==> src/rtl/rf_pkg.sv <==
// rf_pkg: shared types and defaults for the register-file read sequencer.
// Holds the sequencer state encoding and the default address/data widths.
// NREGS is derived from the default address width.
package rf_pkg;

  localparam int ADDR_WIDTH_DEF = 5;
  localparam int DATA_WIDTH_DEF = 32;
  localparam int NREGS          = 2 ** ADDR_WIDTH_DEF;

  typedef enum logic [1:0] {
    IDLE = 2'd0,
    RD1  = 2'd1,
    RD2  = 2'd2,
    RESP = 2'd3
  } state_t;

endpackage

==> src/rtl/rf_read_sched_if.sv <==
// rf_read_sched_if: request, operand, writeback and register-file port bundle.
// slave is the sequencer side; master is the decoder/downstream/regfile side.
// All signals are single-clock, sampled on the sequencer clock.
interface rf_read_sched_if
  import rf_pkg::*;
#(
  parameter int ADDR_WIDTH = ADDR_WIDTH_DEF,
  parameter int DATA_WIDTH = DATA_WIDTH_DEF
);

  logic                  req_valid;
  logic                  req_ready;
  logic [ADDR_WIDTH-1:0] req_rs1;
  logic [ADDR_WIDTH-1:0] req_rs2;
  logic [ADDR_WIDTH-1:0] req_rd;
  logic                  req_rd_wen;

  logic                  out_valid;
  logic                  out_ready;
  logic [DATA_WIDTH-1:0] out_rs1_data;
  logic [DATA_WIDTH-1:0] out_rs2_data;

  logic                  wb_en;
  logic [ADDR_WIDTH-1:0] wb_addr;
  logic [DATA_WIDTH-1:0] wb_data;

  logic [ADDR_WIDTH-1:0] rf_raddr;
  logic [DATA_WIDTH-1:0] rf_rdata;
  logic                  rf_wen;
  logic [ADDR_WIDTH-1:0] rf_waddr;
  logic [DATA_WIDTH-1:0] rf_wdata;

  modport slave (
    input  req_valid, req_rs1, req_rs2, req_rd, req_rd_wen,
    output req_ready,
    output out_valid, out_rs1_data, out_rs2_data,
    input  out_ready,
    input  wb_en, wb_addr, wb_data,
    output rf_raddr,
    input  rf_rdata,
    output rf_wen, rf_waddr, rf_wdata
  );

  modport master (
    output req_valid, req_rs1, req_rs2, req_rd, req_rd_wen,
    input  req_ready,
    input  out_valid, out_rs1_data, out_rs2_data,
    output out_ready,
    output wb_en, wb_addr, wb_data,
    input  rf_raddr,
    output rf_rdata,
    input  rf_wen, rf_waddr, rf_wdata
  );

endinterface

==> src/rtl/rf_scoreboard.sv <==
// rf_scoreboard: per-register busy bits for destinations with a write in flight.
// Latency: set/clear take effect the cycle after; hazard is combinational on the registered bits.
// Backpressure: hazard is used by the sequencer to hold off req_ready; no handshake of its own.
module rf_scoreboard
  import rf_pkg::*;
#(
  parameter int ADDR_WIDTH = ADDR_WIDTH_DEF,
  parameter int NREGS_P    = 2 ** ADDR_WIDTH
) (
  input  logic                  clk,
  input  logic                  rst,
  input  logic                  set_en,
  input  logic [ADDR_WIDTH-1:0] set_addr,
  input  logic                  clr_en,
  input  logic [ADDR_WIDTH-1:0] clr_addr,
  input  logic [ADDR_WIDTH-1:0] chk_rs1,
  input  logic [ADDR_WIDTH-1:0] chk_rs2,
  input  logic [ADDR_WIDTH-1:0] chk_rd,
  input  logic                  chk_rd_wen,
  output logic                  hazard
);

  logic [NREGS_P-1:0] busy_q;
  logic [NREGS_P-1:0] busy_d;

  // Clear from writeback first so that a same-cycle set of the same bit wins; x0 never busy.
  always_comb begin
    busy_d = busy_q;
    if (clr_en) busy_d[clr_addr] = 1'b0;
    if (set_en) busy_d[set_addr] = 1'b1;
    busy_d[0] = 1'b0;
  end

  // Busy vector register.
  always_ff @(posedge clk) begin
    if (rst) busy_q <= '0;
    else     busy_q <= busy_d;
  end

  // Check against the registered vector only: a clear this cycle unblocks next cycle.
  assign hazard = busy_q[chk_rs1] | busy_q[chk_rs2] | (chk_rd_wen & busy_q[chk_rd]);

endmodule

==> src/rtl/rf_read_sched.sv <==
// rf_read_sched: reads rs1 then rs2 over one RF read port, forwards same-cycle writeback, owns RF write port.
// Latency: out_valid 3 cycles after accept (2 when rs1==rs2); next accept the cycle after out handshake.
// Backpressure: req_ready only in IDLE (RF_SCOREBOARD_EN also blocks on busy regs); RESP holds until out_ready.
module rf_read_sched
  import rf_pkg::*;
#(
  parameter int ADDR_WIDTH = ADDR_WIDTH_DEF,
  parameter int DATA_WIDTH = DATA_WIDTH_DEF
) (
  input logic            clk,
  input logic            rst,
  rf_read_sched_if.slave bus
);

  state_t                state_q;
  state_t                state_d;
  logic [ADDR_WIDTH-1:0] rs1_q;
  logic [ADDR_WIDTH-1:0] rs2_q;
  logic [ADDR_WIDTH-1:0] raddr;
  logic [DATA_WIDTH-1:0] op1_q;
  logic [DATA_WIDTH-1:0] op2_q;
  logic [DATA_WIDTH-1:0] cap_val;
  logic                  hazard;
  logic                  accept;
  logic                  same_src;

`ifdef RF_SCOREBOARD_EN
  rf_scoreboard #(
    .ADDR_WIDTH (ADDR_WIDTH)
  ) u_scoreboard (
    .clk        (clk),
    .rst        (rst),
    .set_en     (accept && bus.req_rd_wen && (bus.req_rd != '0)),
    .set_addr   (bus.req_rd),
    .clr_en     (bus.wb_en),
    .clr_addr   (bus.wb_addr),
    .chk_rs1    (bus.req_rs1),
    .chk_rs2    (bus.req_rs2),
    .chk_rd     (bus.req_rd),
    .chk_rd_wen (bus.req_rd_wen),
    .hazard     (hazard)
  );
`else
  // Without the scoreboard the destination fields carry no information for this block.
  logic unused_req_rd;
  assign unused_req_rd = ^{bus.req_rd, bus.req_rd_wen};
  assign hazard        = 1'b0;
`endif

  assign same_src      = (rs1_q == rs2_q);
  assign accept        = (state_q == IDLE) && bus.req_valid && !hazard;
  assign bus.req_ready = (state_q == IDLE) && !hazard;
  assign bus.out_valid = (state_q == RESP);
  assign bus.out_rs1_data = op1_q;
  assign bus.out_rs2_data = op2_q;
  assign bus.rf_raddr  = raddr;

  // Write port is a straight pass-through; the register file itself drops x0 writes.
  assign bus.rf_wen   = bus.wb_en;
  assign bus.rf_waddr = bus.wb_addr;
  assign bus.rf_wdata = bus.wb_data;

  // Read address follows the state: rs1 in RD1, rs2 in RD2, parked at 0 otherwise.
  always_comb begin
    raddr = '0;
    case (state_q)
      RD1:     raddr = rs1_q;
      RD2:     raddr = rs2_q;
      default: raddr = '0;
    endcase
  end

  // Operand value: x0 is zero, a same-cycle writeback to the address beats the stale read data.
  always_comb begin
    cap_val = bus.rf_rdata;
    if (raddr == '0)
      cap_val = '0;
    else if (bus.wb_en && (bus.wb_addr == raddr))
      cap_val = bus.wb_data;
  end

  // State register.
  always_ff @(posedge clk) begin
    if (rst) state_q <= IDLE;
    else     state_q <= state_d;
  end

  // Next state: skip the second read when both sources name the same register.
  always_comb begin
    state_d = state_q;
    case (state_q)
      IDLE:    if (accept) state_d = RD1;
      RD1:     state_d = same_src ? RESP : RD2;
      RD2:     state_d = RESP;
      RESP:    if (bus.out_ready) state_d = IDLE;
      default: state_d = IDLE;
    endcase
  end

  // Latch source addresses on accept and capture operands during the read states.
  always_ff @(posedge clk) begin
    if (rst) begin
      rs1_q <= '0;
      rs2_q <= '0;
      op1_q <= '0;
      op2_q <= '0;
    end else begin
      if (accept) begin
        rs1_q <= bus.req_rs1;
        rs2_q <= bus.req_rs2;
      end
      if (state_q == RD1) begin
        op1_q <= cap_val;
        if (same_src) op2_q <= cap_val;
      end
      if (state_q == RD2) op2_q <= cap_val;
    end
  end

endmodule
==> src/flat_wrapper.sv <==
// flat-port wrapper written by rule: the top's interface ports become plain ports
module rf_read_sched_flat import rf_pkg::*;
#(
  parameter int ADDR_WIDTH = ADDR_WIDTH_DEF,
  parameter int DATA_WIDTH = DATA_WIDTH_DEF
)
  (clk, rst, bus_req_valid, bus_req_rs1, bus_req_rs2, bus_req_rd, bus_req_rd_wen, bus_req_ready, bus_out_valid, bus_out_rs1_data, bus_out_rs2_data, bus_out_ready, bus_wb_en, bus_wb_addr, bus_wb_data, bus_rf_raddr, bus_rf_rdata, bus_rf_wen, bus_rf_waddr, bus_rf_wdata);
  rf_read_sched_if #(.ADDR_WIDTH(ADDR_WIDTH), .DATA_WIDTH(DATA_WIDTH)) bus_i ();
  input logic clk;
  input logic rst;
  input wire logic [$bits(bus_i.req_valid)-1:0] bus_req_valid;
  input wire logic [$bits(bus_i.req_rs1)-1:0] bus_req_rs1;
  input wire logic [$bits(bus_i.req_rs2)-1:0] bus_req_rs2;
  input wire logic [$bits(bus_i.req_rd)-1:0] bus_req_rd;
  input wire logic [$bits(bus_i.req_rd_wen)-1:0] bus_req_rd_wen;
  output wire logic [$bits(bus_i.req_ready)-1:0] bus_req_ready;
  output wire logic [$bits(bus_i.out_valid)-1:0] bus_out_valid;
  output wire logic [$bits(bus_i.out_rs1_data)-1:0] bus_out_rs1_data;
  output wire logic [$bits(bus_i.out_rs2_data)-1:0] bus_out_rs2_data;
  input wire logic [$bits(bus_i.out_ready)-1:0] bus_out_ready;
  input wire logic [$bits(bus_i.wb_en)-1:0] bus_wb_en;
  input wire logic [$bits(bus_i.wb_addr)-1:0] bus_wb_addr;
  input wire logic [$bits(bus_i.wb_data)-1:0] bus_wb_data;
  output wire logic [$bits(bus_i.rf_raddr)-1:0] bus_rf_raddr;
  input wire logic [$bits(bus_i.rf_rdata)-1:0] bus_rf_rdata;
  output wire logic [$bits(bus_i.rf_wen)-1:0] bus_rf_wen;
  output wire logic [$bits(bus_i.rf_waddr)-1:0] bus_rf_waddr;
  output wire logic [$bits(bus_i.rf_wdata)-1:0] bus_rf_wdata;
  assign bus_i.req_valid = bus_req_valid;
  assign bus_i.req_rs1 = bus_req_rs1;
  assign bus_i.req_rs2 = bus_req_rs2;
  assign bus_i.req_rd = bus_req_rd;
  assign bus_i.req_rd_wen = bus_req_rd_wen;
  assign bus_req_ready = bus_i.req_ready;
  assign bus_out_valid = bus_i.out_valid;
  assign bus_out_rs1_data = bus_i.out_rs1_data;
  assign bus_out_rs2_data = bus_i.out_rs2_data;
  assign bus_i.out_ready = bus_out_ready;
  assign bus_i.wb_en = bus_wb_en;
  assign bus_i.wb_addr = bus_wb_addr;
  assign bus_i.wb_data = bus_wb_data;
  assign bus_rf_raddr = bus_i.rf_raddr;
  assign bus_i.rf_rdata = bus_rf_rdata;
  assign bus_rf_wen = bus_i.rf_wen;
  assign bus_rf_waddr = bus_i.rf_waddr;
  assign bus_rf_wdata = bus_i.rf_wdata;
  rf_read_sched #(.ADDR_WIDTH(ADDR_WIDTH), .DATA_WIDTH(DATA_WIDTH)) u_core (.clk(clk), .rst(rst), .bus(bus_i));
endmodule
==> config.mk <==
export PLATFORM = sky130hd
export DESIGN_NAME = rf_read_sched_flat
export DESIGN_NICKNAME = d
export VERILOG_FILES = /design/src/rtl/rf_pkg.sv /design/src/rtl/rf_read_sched_if.sv /design/src/rtl/rf_scoreboard.sv /design/src/rtl/rf_read_sched.sv /design/src/flat_wrapper.sv
export SDC_FILE = /design/constraint.sdc
export NUM_CORES = 1
export LEC_CHECK = 0
export BUFFER_PORTS_ARGS = -buffer_cell sky130_fd_sc_hd__buf_2
export CAP_MARGIN = 30
export CORE_UTILIZATION = 43
export CTS_CLUSTER_SIZE = 40
export DETAILED_ROUTE_END_ITERATION = 6
export GPL_TIMING_DRIVEN = 1
export PLACE_DENSITY_LB_ADDON = 0.15
export SLEW_MARGIN = 15
export SYNTH_ARGS = -nofsm -noshare
export SYNTH_HDL_FRONTEND = slang
export SYNTH_SLANG_ARGS = --single-unit
==> constraint.sdc <==
create_clock -name clk -period 3.22 [get_ports clk]
set_input_delay 0.644 -clock clk [delete_from_list [all_inputs] [get_ports clk]]
set_output_delay 0.644 -clock clk [all_outputs]
set_load 0.02 [all_outputs]
* Word level (Yosys, flattened, before mapping)
Cells that the tools add are included.
** Operators by class
- Magnitude comparators :: 0
- Shifts and indexed selects :: 0
- Multiplexer cells :: 10
- $add $sub $neg :: 0
- Equal/unequal tests :: 7
- Divide/modulo/power cells :: 0
- Multiply operators :: 0
- Bitwise gates (word level) :: 0
- Reduce and logical (&&, ||, !) cells :: 8
** Operators by type and width (number)
- $mux 32 :: 5
- $eq 5x5->1 :: 2
- $pmux 5 s2 :: 1
- $pmux 2 s4 :: 1
- $logic_not 5->1 :: 1
- $eq 2x2->1 const B :: 2
- $mux 2 :: 2
- $ne 2x1->1 const B :: 2
- $reduce_and 2->1 :: 2
- $reduce_bool 2->1 :: 2
- $eq 2x1->1 const B :: 1
- $logic_and 1x1->1 :: 2
- $logic_not 2->1 :: 1
- $mux 1 :: 1
** Word-level totals
- Bits in read-only memories :: 0
- Latch bits :: 0
- Register bits after elaboration :: 76
- Bits of input ports :: 90
- RAM bits :: 0
- Memories kept :: 0
- Output and inout bits :: 109

* Logic depth before layout (Yosys ltp)
- Depth in word-level cells :: 9
- Gate-level depth with buffers :: 10
- Mapped depth without buffers :: 8

* Least setup slack after synthesis
Ideal clock, no wire load.
- Path kind :: flip-flop to flip-flop
- From :: register u_core.state_q[1]
- To :: register u_core.op2_q[25] (netlist: u_core.bus.out_rs2_data[25])
- Arrival time :: 2173 ps
- Cell stages (with the launch flop) :: 11
- Buffers on the path :: 2
- Clock period less this slack :: 2299 ps
- Setup slack :: 921 ps
- Cell sequence :: dfxtp_1 inv_1 ha_1 buf_6 a22oi_1 nor3_1 nand4b_1 nor4_4 buf_6 mux2i_1 o2bb2ai_2
** On the way
- Word-level cells in the longest chain between the ends :: 9
- Elaborated cells between the ends (all ways) :: 14
** Ends and longest elaborated chain
- from (decl) :: RTL line rf_read_sched.sv:15 : state_t state_q;
- from (signal assigned) :: RTL line rf_read_sched.sv:85 : else state_q <= state_d;
- $eq 2x2->1 or $eq 2x1->1 (tied branches) :: RTL line rf_read_sched.sv:66, rf_read_sched.sv:116, rf_read_sched.sv:112
- $pmux 5 s2 :: RTL line rf_read_sched.sv:66 : case (state_q)
- $eq 5x5->1 :: RTL line rf_read_sched.sv:78 : else if (bus.wb_en && (bus.wb_addr == raddr))
- $logic_and 1x1->1 :: RTL line rf_read_sched.sv:78
- $mux 32 :: RTL line rf_read_sched.sv:78
- $mux 32 :: RTL line rf_read_sched.sv:76 : if (raddr == '0)
- $mux 32 :: RTL line rf_read_sched.sv:114 : if (same_src) op2_q <= cap_val;
- $mux 32 :: RTL line rf_read_sched.sv:112 : if (state_q == RD1) begin
- $mux 32 :: RTL line rf_read_sched.sv:116 : if (state_q == RD2) op2_q <= cap_val;
- to (signal assigned) :: RTL line rf_read_sched.sv:114
- to (signal assigned) :: RTL line rf_read_sched.sv:116
- to (decl) :: RTL line rf_read_sched.sv:21 : logic [DATA_WIDTH-1:0] op2_q;
Several ways; a longest one is shown, not always the timed one. The select of a mux whose other input is x is not followed.
A chain may end at the register's enable or synchronous reset.

* Worst setup path after layout
- From :: register u_core.state_q[1]
- To :: register u_core.op2_q[26] (netlist: u_core.bus.out_rs2_data[26])
Same word-level chain as after synthesis.

==> metrics.yaml <==
status: "complete, no violations"
r2r-end: "u_core.bus.out_rs2_data[26]"
hold_violations: 0
synth_xor_area_frac: 0.00789
worstMarginPinSlew_ns: 0.816
synth_cell_type_count: 35
syn_area_per_cell_um2: 9.48
crit_path_start_kind: "register"
seqCellArea_um2: 1520
crit_path_end_kind: "register"
ys_warn_count: 0
dr.pass1.iters: 4
final_common_cell: "buf_2"
syn2layout_area_growth_pct: 29.0
clk_pin_slew_ns: 0.08
rrSetupSlack_ns: 0.49
first_iter_violations: 66
drive_above_1_share: 0.440
cpLargestDelayFamily: "simple AND/OR/NAND/NOR gates"
syn_nets: 445
finalWorstSetupSlack_ns: 0.491
grt_pass1_vias: 2926
ctsHoldBuffers: 0
ant_nets: 0
fin_skew_ns: 0.0106
yosysSeqAreaShare: 0.457
period_share: 0.847
final_cell_mix: "buf_2 (192), dfxtp_1 (76), nand2_1 (57), mux2i_1 (33), o21ai_1 (32)"
start_util: 0.452
max_stage_delay_ns: 0.43
tns_ns: 0
cp_slowest_cell: "buf_4"
place_ws_ns: 0.448
ys_seq_elements: 76
post-route-drc-count: 0
cts_resized: 0
place.gp.congestion: 0.857
rsz0062_at_grt: "false"
post_cts.repair.setup_buffers: 0
ios: 199
grt_usage: 0.209
cts_tree: "yes"
io_buffers: 192
cts_htree_levels: 3
criticalPathCategory: "reg -> reg"
maxCapViolations: 0
path_buf_inv: 2
layout.nets: 601
synth_top_family_by_area: "compound AO/OA/AOI/OAI gates"
cts_buffer_depth: 2
synth_compound_area_frac: 0.192
row_count: 31
ys_top_cells_by_area: "dfxtp_1 (46%), mux2i_1 (9.9%), buf_4 (8.6%), o2bb2ai_1 (7.4%), nand2_1 (6.4%)"
num_antenna_cells: 0
leakage_nw: 2.02
cp_max_fo: 24
vias: 2957
grt_max_degree: 25
cp-startpoint: "u_core.state_q[1]"
rr_worst_depth: 9
worst-path-stages: 9
syn-cell-area_um2: 3330
power_density_nw_per_um2: 600
insertion_delay_ns: 0.33
dieArea_um2: 8100
grt_overflow_total: 0
root_buffer: "clkbuf_8"
drt-total-wl_um: 8160
max_freq_mhz: 366
cp_cell_sequence: "inv_1, ha_1, a22oi_1, or3_1, nand4b_1, nor4_4, buf_4, mux2i_1, o2bb2ai_2"
cp.required_ns: 3.43
dp_hpwl_um: 6120
slew_violations: 0
crit_end: "u_core.bus.out_rs2_data[26]"
ir_drop_uv: 276
synth_top_area_cell: "dfxtp_1"
power_mw: 2.57
slew_headroom: 0.456
postSynthCellCount: 351
cts_made_buffers: 9
vias_per_cell: 4.85
r2r_start: "u_core.state_q[1]"
die_h_um: 90.0
setup_viol: 0
antenna_found_initial: 0
fp.dieW_um: 90.0
routedWlPerCell_um: 13.4
synthSimpleGateAreaFrac: 0.100
multiInputGateArea_um2: 1380
synthMuxAreaShare: 0.0992
cp.arrival_ns: 2.94
nFillCells: 750
synth_fa_ha_area_frac: 0.0150
cts.sinks: 76
min-delay-path-class: "reg -> reg"
grt_pass1_wl_um: 13700
synth_top_area_frac: 0.457
core_um2: 7370
period_minus_slack_ns: 2.73
[cell families (layout without fill, tap and decap cells)]
group,after synthesis,after routing
AO/OA/AOI/OAI,91,91
XOR/XNOR,3,3
adder cells (fa/ha/maj),4,4
buffers and inverters,68,228
flip-flops,76,76
multiplexers,33,33
AND/OR/NAND/NOR,76,76
[flip-flops by register name (all words and copies together), names as in the netlist]
name / flops
u_core.rs2_q: 5
u_core.rs1_q: 5
u_core.bus.out_rs2_data: 32
u_core.bus.out_rs1_data: 32
u_core.state_q: 2
[worst register-to-register path: stages (launching register included)]
cell	delay (ns)
dfxtp_1	0.39
inv_1	0.09
ha_1	0.30
a22oi_1	0.34
or3_1	0.16
nand4b_1	0.15
nor4_4	0.30
buf_4	0.43
mux2i_1	0.38
o2bb2ai_2	0.09
[cell usage after synthesis]
cell,count
o2bb2ai_1,28
clkbuf_1,7
nor4_4,1
nand2_1,57
o21ai_1,32
ha_1,4
buf_6,4
a211oi_1,1
o22ai_1,2
nand2_2,1
buf_4,38
nand3b_1,1
inv_1,11
nand4b_1,1
nor2_1,6
dfxtp_1,76
mux2i_1,33
xor2_1,1
o2bb2ai_2,4
and2_1,1
nand3_1,1
nor4_1,1
or3_1,2
o21ai_0,4
a2111o_1,1
buf_1,7
nor3_1,1
a22oi_1,4
xnor2_1,2
a22o_1,2
nor2b_1,3
o21a_1,1
o41a_1,1
a21oi_1,11
inv_2,1
[power breakdown]
| part | internal, mW | switching, mW | total (mW) |
|---|---|---|---|
| combinational | 0.268 | 0.523 | 0.791 |
| clock | 0.371 | 0.330 | 0.702 |
| sequential | 1.02 | 0.0592 | 1.08 |
[layer usage]
metal,vias to the layer above,part of all wire,GRT usage
met5,-,0,0
met4,0,0.0082,0.0685
met3,4,0.067,0.0491
met2,115,0.51,0.385
met1,1343,0.42,0.237
li1,1495,-,-
[through the flow]
step           std cells  utilization  cell area [um2]  hold slack (ns)
3_3_place_gp         595        0.557             4100            0.434
3_5_place_dp         595        0.557             4100            0.438
2_1_floorplan        351            -             3330            0.449
6_report             610        0.583             4290            0.446
5_1_grt              610        0.583             4290            0.471
4_1_cts              610        0.583             4290            0.450
[cell type report]
cell class / count / area share
Sequential cell: 76 / 0.354
Tap cell: 99 / 0.0289
Clock buffer: 10 / 0.0321
Clock inverter: 5 / 0.0122
Timing Repair Buffer: 201 / 0.240
Inverter: 12 / 0.0105
Multi-Input combinational cell: 207 / 0.322
[worst min path at each step]
stage	end	slack (ns)	start	depth (start not counted)
2_1_floorplan	u_core.rs2_q[2]	0.45	u_core.rs2_q[2]	2
3_3_place_gp	u_core.bus.out_rs1_data[6]	0.43	u_core.bus.out_rs1_data[6]	2
3_5_place_dp	u_core.bus.out_rs1_data[27]	0.44	u_core.bus.out_rs1_data[27]	2
4_1_cts	u_core.bus.out_rs1_data[11]	0.45	u_core.bus.out_rs1_data[11]	2
5_1_grt	u_core.bus.out_rs1_data[12]	0.47	u_core.bus.out_rs1_data[12]	2
6_report	u_core.bus.out_rs1_data[14]	0.45	u_core.bus.out_rs1_data[14]	2
Note: power is estimated with default switching activity, not from simulation.
